<file path="config.mk">
export PLATFORM = sky130hd
export DESIGN_NAME = serial_sub_ctrl_flat
export DESIGN_NICKNAME = d
export VERILOG_FILES = /design/src/rtl/arith_pkg.sv /design/src/rtl/serial_sub_ctrl_if.sv /design/src/rtl/full_sub_cell.sv /design/src/rtl/serial_sub_ctrl.sv /design/src/flat_wrapper.sv
export SDC_FILE = /design/constraint.sdc
export NUM_CORES = 1
export LEC_CHECK = 0
export CORE_MARGIN = 4
export CORE_UTILIZATION = 40
export CTS_CLUSTER_SIZE = 25
export DETAILED_ROUTE_END_ITERATION = 10
export DONT_BUFFER_PORTS = 1
export GPL_TIMING_DRIVEN = 1
export HOLD_SLACK_MARGIN = 0.1
export PLACE_DENSITY = 0.56
export REMOVE_ABC_BUFFERS = 1
export SYNTH_ARGS = -nofsm -noshare
export SYNTH_HDL_FRONTEND = slang
export SYNTH_HIERARCHICAL = 1
export SYNTH_SLANG_ARGS = --single-unit
</file>
<file path="constraint.sdc">
create_clock -name clk -period 1.9 [get_ports clk]
set_input_delay 0.38 -clock clk [delete_from_list [all_inputs] [get_ports clk]]
set_output_delay 0.38 -clock clk [all_outputs]
set_load 0.005 [all_outputs]
</file>
<file path="src/rtl/arith_pkg.sv">
// Shared definitions for the bit-serial subtractor controller.
// Contents:
//   state_t   - controller state encoding (IDLE, SHIFT, DONE)
//   CNT_W_MIN - smallest bit counter width allowed
//   cnt_width - bit counter width for a given operand width
package arith_pkg;

  typedef enum logic [1:0] {
    IDLE  = 2'd0,
    SHIFT = 2'd1,
    DONE  = 2'd2
  } state_t;

  localparam int CNT_W_MIN = 1;

  // $clog2 returns 0 for WIDTH=1, so the result is clamped to one bit.
  function automatic int cnt_width(input int w);
    int r;
    r = $clog2(w);
    if (r < CNT_W_MIN) r = CNT_W_MIN;
    return r;
  endfunction

endpackage

</file>
<file path="src/rtl/serial_sub_ctrl_if.sv">
// Handshake and operand/result bundle for serial_sub_ctrl.
// Signals:
//   start      - operation request, master -> slave
//   a, b       - minuend / subtrahend, master -> slave
//   busy       - operation in progress, slave -> master
//   done       - one-cycle result-valid pulse, slave -> master
//   difference - (a - b) mod 2^WIDTH, slave -> master
//   borrow     - final borrow-out, slave -> master
interface serial_sub_ctrl_if #(
  parameter int WIDTH = 8
) ();

  logic             start;
  logic [WIDTH-1:0] a;
  logic [WIDTH-1:0] b;
  logic             busy;
  logic             done;
  logic [WIDTH-1:0] difference;
  logic             borrow;

  modport master (
    output start, a, b,
    input  busy, done, difference, borrow
  );

  modport slave (
    input  start, a, b,
    output busy, done, difference, borrow
  );

endinterface

</file>
<file path="src/rtl/full_sub_cell.sv">
// One-bit full subtractor cell (purely combinational).
// Ports:
//   x    - minuend bit
//   y    - subtrahend bit
//   bin  - borrow in
//   d    - difference bit
//   bout - borrow out
module full_sub_cell (
  input  logic x,
  input  logic y,
  input  logic bin,
  output logic d,
  output logic bout
);

  assign d    = x ^ y ^ bin;
  assign bout = (~x & y) | (~(x ^ y) & bin);

endmodule

</file>
<file path="src/rtl/serial_sub_ctrl.sv">
// Bit-serial unsigned subtractor controller: computes a - b one bit per
// clock, LSB first, through a single full_sub_cell with a registered borrow.
// Ports:
//   clk   - system clock, rising edge
//   rst_n - asynchronous active-low reset
//   bus   - serial_sub_ctrl_if slave modport: start/a/b in,
//           busy/done/difference/borrow out
module serial_sub_ctrl
  import arith_pkg::*;
#(
  parameter int WIDTH = 8
) (
  input  logic              clk,
  input  logic              rst_n,
  serial_sub_ctrl_if.slave  bus
);

  localparam int              CNT_W    = cnt_width(WIDTH);
  localparam logic [CNT_W-1:0] CNT_LAST = CNT_W'(WIDTH - 1);

  state_t           state;
  state_t           state_nxt;

  logic [WIDTH-1:0] sa;
  logic [WIDTH-1:0] sb;
  logic [WIDTH-1:0] sr;
  logic [WIDTH-1:0] sr_nxt;
  logic             bflop;
  logic [CNT_W-1:0] cnt;

  logic [WIDTH-1:0] diff_q;
  logic             borrow_q;

  logic             cell_d;
  logic             cell_bout;

  logic             accept;
  logic             last;
  logic             busy_c;
  logic             done_c;

  full_sub_cell u_cell (
    .x    (sa[0]),
    .y    (sb[0]),
    .bin  (bflop),
    .d    (cell_d),
    .bout (cell_bout)
  );

  // Result register shifts right with the new bit entering at the MSB.
  // Written as shift/OR so it also elaborates for WIDTH=1.
  assign sr_nxt = (sr >> 1) | (WIDTH'(cell_d) << (WIDTH - 1));

  always_ff @(posedge clk or negedge rst_n) begin
    if (!rst_n) begin
      state <= IDLE;
    end else begin
      state <= state_nxt;
    end
  end

  always_comb begin
    state_nxt = state;
    accept    = 1'b0;
    last      = 1'b0;
    busy_c    = 1'b0;
    done_c    = 1'b0;
    case (state)
      IDLE: begin
        if (bus.start) begin
          accept    = 1'b1;
          state_nxt = SHIFT;
        end
      end
      SHIFT: begin
        busy_c = 1'b1;
        if (cnt == CNT_LAST) begin
          last      = 1'b1;
          state_nxt = DONE;
        end
      end
      DONE: begin
        busy_c    = 1'b1;
        done_c    = 1'b1;
        state_nxt = IDLE;
      end
      default: state_nxt = IDLE;
    endcase
  end

  always_ff @(posedge clk or negedge rst_n) begin
    if (!rst_n) begin
      sa       <= '0;
      sb       <= '0;
      sr       <= '0;
      bflop    <= 1'b0;
      cnt      <= '0;
      diff_q   <= '0;
      borrow_q <= 1'b0;
    end else if (accept) begin
      sa    <= bus.a;
      sb    <= bus.b;
      sr    <= '0;
      bflop <= 1'b0;
      cnt   <= '0;
    end else if (state == SHIFT) begin
      sa    <= sa >> 1;
      sb    <= sb >> 1;
      sr    <= sr_nxt;
      bflop <= cell_bout;
      // Counter parks at the last value; it is reloaded on the next accept.
      if (!last) begin
        cnt <= cnt + 1'b1;
      end
      // Outputs are only ever loaded as a complete word on the final bit.
      if (last) begin
        diff_q   <= sr_nxt;
        borrow_q <= cell_bout;
      end
    end
  end

  assign bus.busy       = busy_c;
  assign bus.done       = done_c;
  assign bus.difference = diff_q;
  assign bus.borrow     = borrow_q;

endmodule

</file>
<file path="src/flat_wrapper.sv">
// flat-port wrapper written by rule: the top's interface ports become plain ports
module serial_sub_ctrl_flat import arith_pkg::*;
#(
  parameter int WIDTH = 8
)
  (clk, rst_n, bus_start, bus_a, bus_b, bus_busy, bus_done, bus_difference, bus_borrow);
  serial_sub_ctrl_if #(.WIDTH(WIDTH)) bus_i ();
  input  logic clk;
  input  logic rst_n;
  input wire logic [$bits(bus_i.start)-1:0] bus_start;
  input wire logic [$bits(bus_i.a)-1:0] bus_a;
  input wire logic [$bits(bus_i.b)-1:0] bus_b;
  output wire logic [$bits(bus_i.busy)-1:0] bus_busy;
  output wire logic [$bits(bus_i.done)-1:0] bus_done;
  output wire logic [$bits(bus_i.difference)-1:0] bus_difference;
  output wire logic [$bits(bus_i.borrow)-1:0] bus_borrow;
  assign bus_i.start = bus_start;
  assign bus_i.a = bus_a;
  assign bus_i.b = bus_b;
  assign bus_busy = bus_i.busy;
  assign bus_done = bus_i.done;
  assign bus_difference = bus_i.difference;
  assign bus_borrow = bus_i.borrow;
  serial_sub_ctrl #(.WIDTH(WIDTH)) u_core (.clk(clk), .rst_n(rst_n), .bus(bus_i));
endmodule
</file>
# Word level (Yosys, flattened, before mapping)
# Index checks and enable logic that the tools add are counted.
dict set report word_totals {
  register_bits 39
  in_bits 19
  output_inout_bits 11
  elab_cells 50
}
dict set report classes {
  add_sub_neg 1
  n_eq_ne 6
  mux 20
  bitwise 9
  reduce_logical 6
}
# cell count
set ops {}
lappend ops {{8-bit two-way mux} 6}
lappend ops {{3-bit two-way mux} 3}
lappend ops {{1-bit two-way mux} 8}
lappend ops {{7-bit by 8-bit OR with 8-bit output} 1}
lappend ops {{2-bit two-way mux} 2}
lappend ops {{2-bit by 1-bit inequality test with 1-bit output (second input constant)} 2}
lappend ops {{2-bit case mux with 2 select lines} 1}
lappend ops {{2-bit AND reduction} 2}
lappend ops {{3-bit by 1-bit adder with 3-bit output (second input constant)} 1}
lappend ops {{3-bit equality test (second input constant)} 1}
lappend ops {{1-bit NOT} 3}
lappend ops {{3-bit AND reduction} 1}
lappend ops {{1-bit bitwise AND} 2}
lappend ops {{2-bit by 1-bit equality test with 1-bit output (second input constant)} 1}
lappend ops {{2-bit equality test (second input constant)} 1}
lappend ops {{2-bit zero test} 1}
lappend ops {{2-bit inequality test (second input constant)} 1}
lappend ops {{2-bit nonzero test} 1}
lappend ops {{2-bit OR reduction} 1}
lappend ops {{1-bit bitwise XOR} 2}
lappend ops {{1-bit OR} 1}

# Logic depth before layout (Yosys ltp)
dict set report depth {
  ltp_word 6
  depth_mapped 7
  ltp_nobuf 5
}

# Hierarchy
# The synthesis kept the hierarchy.
# module instances cells_per_inst area_per_inst_um2 seq_area_each_um2
set by_module_without_submodules {}
lappend by_module_without_submodules {serial_sub_ctrl 1 145 1712.9 950.9}
lappend by_module_without_submodules {full_sub_cell 1 4 31.3 0.0}

# Worst setup path before layout
# OpenSTA, ideal clock, no wires.
dict set report synth_timing {
  path_kind {register to register}
  start {register u_core.state[0]}
  end {register u_core.borrow_q, in the netlist u_core/bus.borrow}
  setup_ns 0.125
  t_arrival_ns 1.376
  t_required_ns 1.775
  setup_slack_ns 0.400
  stages_incl_launch_ff 7
  path_cell_list {dfrtp_1 -> inv_1 -> ha_1 -> and2_1 -> buf_6 -> nor2_8 -> mux2_2}
}
dict set report synth_between {
  elab_chain_cells 4
  elab_cells_between_ends 6
}
# item line_no
set synth_lines {}
lappend synth_lines {{start, declared} serial_sub_ctrl.sv:21} ;# state_t state;
lappend synth_lines {{start signal, assigned} serial_sub_ctrl.sv:58} ;# state <= state_nxt;
lappend synth_lines {{2-bit zero test} serial_sub_ctrl.sv:68} ;# case (state)
lappend synth_lines {{1-bit two-way mux} serial_sub_ctrl.sv:68}
lappend synth_lines {{1-bit NOT (no line)} -}
lappend synth_lines {{3-bit AND reduction (no line) (*)} -}
lappend synth_lines {{end signal, assigned} serial_sub_ctrl.sv:118} ;# borrow_q <= cell_bout;
lappend synth_lines {{end, declared} serial_sub_ctrl.sv:32} ;# logic borrow_q;
# Mark *: on every way between the ends. The rest lies on a longest branch, timed or not.
# A chain may end at the register's enable or synchronous reset.

# Worst setup path after layout
dict set report layout_timing {
  start {register u_core.state[0]}
  end {register u_core.diff_q[0], in the netlist u_core/bus.difference[0]}
}
dict set report layout_between {
  elab_chain_cells 4
  elab_cells_between_ends 6
}
# item line_no
set layout_lines {}
lappend layout_lines {{2-bit zero test} serial_sub_ctrl.sv:68}
lappend layout_lines {{1-bit two-way mux} serial_sub_ctrl.sv:68}
lappend layout_lines {{1-bit NOT (no line)} -}
lappend layout_lines {{3-bit AND reduction (no line) (*)} -}
lappend layout_lines {{end signal, assigned} serial_sub_ctrl.sv:117} ;# diff_q <= sr_nxt;
lappend layout_lines {{end, declared} serial_sub_ctrl.sv:31} ;# logic [WIDTH-1:0] diff_q;
# Marks and branches as above.

==> results.py <==
metrics = {
    "worst_setup_path": {
        "r2r-start": "u_core/state[0]",
        "r2r_slack_ns": 0.30,
        "setup.worst_path.class": "flip-flop to flip-flop",
        "endpoint": "u_core/bus.difference[0]",
        "endpoint_kind": "flip-flop",
        "critPathRequiredTime_ns": 2.07,
        "r2r-end": "u_core/bus.difference[0]",
        "crit_chain": "inv_1, ha_1, and2_1, nor2_8, mux2_2",
        "rr_worst_depth": 5,
        "cpMaxStageDelayCell": "dfrtp_1",
        "crit_path_start_kind": "flip-flop",
        "max_stage_delay_ns": 0.38,
        "critPathMaxFanout": 9,
        "cp-startpoint": "u_core/state[0]",
        "critPathArrivalTime_ns": 1.78,
    },
    "sta": {
        "finalCritPeriodShare": 0.844,
        "grt_setup_unrepaired": "false",
        "tightest_slew_ns": 0.257,
        "setup_violations": 0,
        "fmax_mhz": 624,
        "min_period_ns": 1.60,
        "max_slew_margin": 0.828,
        "final_hold_viol_count": 0,
        "setup_tns_ns": 0,
        "report.final.slew_viol_count": 0,
        "finClkSkew_ns": 0.00822,
    },
    "pwr": {
        "p_leak_nw": 0.938,
        "power_density_nw_per_um2": 1520,
        "ir_drop_v": 0.000453,
    },
    "global_route": {
        "track_usage": 0.116,
        "antenna_found_initial": 0,
        "grt_pass1_vias": 1046,
        "grt_pass1_wl_um": 4760,
        "grt-ovfl-total": 0,
        "grt_start_max_net_pins": 39,
    },
    "route": {
        "wl_per_cell_um": 13.5,
        "drcViolationCount": 0,
        "routed_wl_um": 2770,
        "vias": 1011,
        "drtIter0Drc": 28,
        "via_per_inst": 4.93,
        "drtAntennaViolNets": 0,
        "drt_first_pass_iters": 3,
    },
    "synthesis": {
        "syn_inst": 149,
        "synth_top_cell_area_share": 0.545,
        "yosys-top-cells-area": "dfrtp_1 (55%), mux2i_1 (13%), mux2_2 (6.5%), o21ai_0 (4.6%), nand2_1 (4.5%)",
        "seq_area_frac_synth": 0.545,
        "ys.flop_type": "dfrtp_1",
        "synth_top_area_cell": "dfrtp_1",
        "synth_edf_count": 0,
        "synth_area_um2": 1740,
        "async_reset_ff_frac": 1.00,
        "yosys_warnings": 6,
        "synth_cell_type_count": 21,
        "syn_area_per_cell_um2": 11.7,
        "ys_seq_elements": 38,
    },
    "cts": {
        "cts_tree": "done",
        "cts.sink_count": 38,
        "cts_root_buf": "clkbuf_8",
        "clk_latency_ns": 0.29,
        "cts_buffers": 5,
        "clockBufferDepth": 2,
        "clkTransAtPathRegs_ns": 0.07,
        "post_cts_buffers": 0,
        "cts_max_level": 2,
    },
    "flow_run": {
        "max_cap_viol_count": 0,
    },
    "placed_design": {
        "postPlaceCellArea_um2": 1780,
        "dpl.cell_count": 195,
        "gp_congestion": 0.704,
        "hpwl_um": 1960,
        "portBuffers": 0,
    },
    "floorplan": {
        "ios": 30,
        "die_w_um": 74.0,
        "die_height_um": 74.0,
        "die_area_um2": 5480,
        "initial_core_util": 0.424,
        "coreArea_um2": 4120,
        "rows": 23,
    },
    "final_layout": {
        "fin_cells": 205,
        "area_growth_pct": 9.25,
        "drive_gt1_frac": 0.161,
        "antenna_cells": 0,
        "final_area_um2": 1910,
        "final_nets": 180,
    },
    "outcome": {
        "status": "complete, no violations",
    },
    "hold_path": {
        "hp-class": "primary input to flip-flop",
    },
}
-- sequential cells by signal, summed over array words and instances, names as in the netlist --
signal / cells
u_core/bflop: 1
u_core/bus.borrow: 1
u_core/bus.difference: 8
u_core/cnt: 3
u_core/sa: 8
u_core/sb: 8
u_core/sr: 7
u_core/state: 2
-- cells by family (layout without fill, tap and decap cells) --
| group | count (synthesis) | after routing | synth area share |
|---|---|---|---|
| AOI/OAI and AO/OA | 19 | 19 | 0.0567 |
| xor gates and xnor gates | 1 | 1 | 0.00502 |
| adders and majority gates | 7 | 7 | 0.0545 |
| buffers and inverters | 13 | 19 | 0.0430 |
| DFF | 38 | 38 | 0.545 |
| muxes | 32 | 32 | 0.191 |
| and+or+nand+nor | 39 | 39 | 0.105 |
-- cell type report --
cell class | count | area [µm²]
fill | 394 | 2210
timing repair buffer | 6 | 60.1
clock inverter | 2 | 12.5
sequential | 38 | 951
multi-input combinational | 98 | 718
tap | 50 | 62.6
inverter | 5 | 18.8
clock buffer | 6 | 82.6
-- critical path, delay by kind of cell, from the launching register on --
kind / cells / cell delay, ns
mux: 1 / 0.35
fa+ha+maj: 1 / 0.21
flops: 1 / 0.38
simple gates: 2 / 0.45
buf+inv: 1 / 0.10
-- per-stage QoR --
stage	util	hold slack (ns)	worst slack [ns]	power [mW]
6_report	0.463	0.214	0.297	2.89
3_5_place_dp	0.433	0.0858	0.309	2.33
2_1_floorplan	-	0.0844	-0.470	2.08
4_1_cts	0.463	0.200	0.292	2.94
3_3_place_gp	0.433	0.0858	0.335	2.29
5_1_grt	0.463	0.193	0.212	3.14
-- power breakdown --
part	internal [mW]	total (mW)	switching [mW]
clock	0.291	0.567	0.276
combinational	0.488	1.01	0.527
sequential	1.12	1.31	0.189
-- synthesized netlist by cell type, drive strengths merged (2+ instances only) --
master / instances
nor2b: 2
nand2: 21
nor2: 11
nand2b: 3
inv: 5
mux2i: 22
o21ai: 16
a21oi: 2
ha: 6
buf: 7
mux2: 10
dfrtp: 38
-- layer usage --
| metal | GRT usage | vias to the layer above | share of wire |
|---|---|---|---|
| met1 | 0.138 | 480 | 0.47 |
| met2 | 0.175 | 23 | 0.46 |
| met3 | 0.0581 | 4 | 0.052 |
| met4 | 0.0563 | 0 | 0.014 |
| li1 | - | 504 | - |
| met5 | 0 | - | 0 |
-- worst min-delay path by stage --
stage	from	to	slack [ns]	cells past startpoint
floorplan	rst_n	u_core/bflop	0.08	0
global placement	rst_n	u_core/cnt[1]	0.09	0
detailed placement	rst_n	u_core/cnt[1]	0.09	0
CTS	bus_a[0]	u_core/sa[0]	0.20	2
global route	bus_a[0]	u_core/sa[0]	0.19	2
finish	bus_a[0]	u_core/sa[0]	0.21	2
-- cells in the final DEF, fill, tap and decap left out, types with 3 or more instances in the layout --
cell type  netlist  layout
mux2_2          10      10
o21ai_0         16      16
inv_1            5       5
ha_1             6       6
dfrtp_1         38      38
clkbuf_8         0       6
nand2_1         21      21
buf_4            2       4
nor2_1          10      10
nand2b_1         3       3
mux2i_1         22      22
-- what timing repair did --
| item | 4_1_cts | 5_1_grt |
|---|---|---|
| setup endpoints to repair | 0 | 0 |
| hold buffers | 2 | 0 |
| gates resized for setup | 0 | 0 |
| hold endpoints to repair | 38 | 0 |
Note: power is estimated with default switching activity, not from simulation.
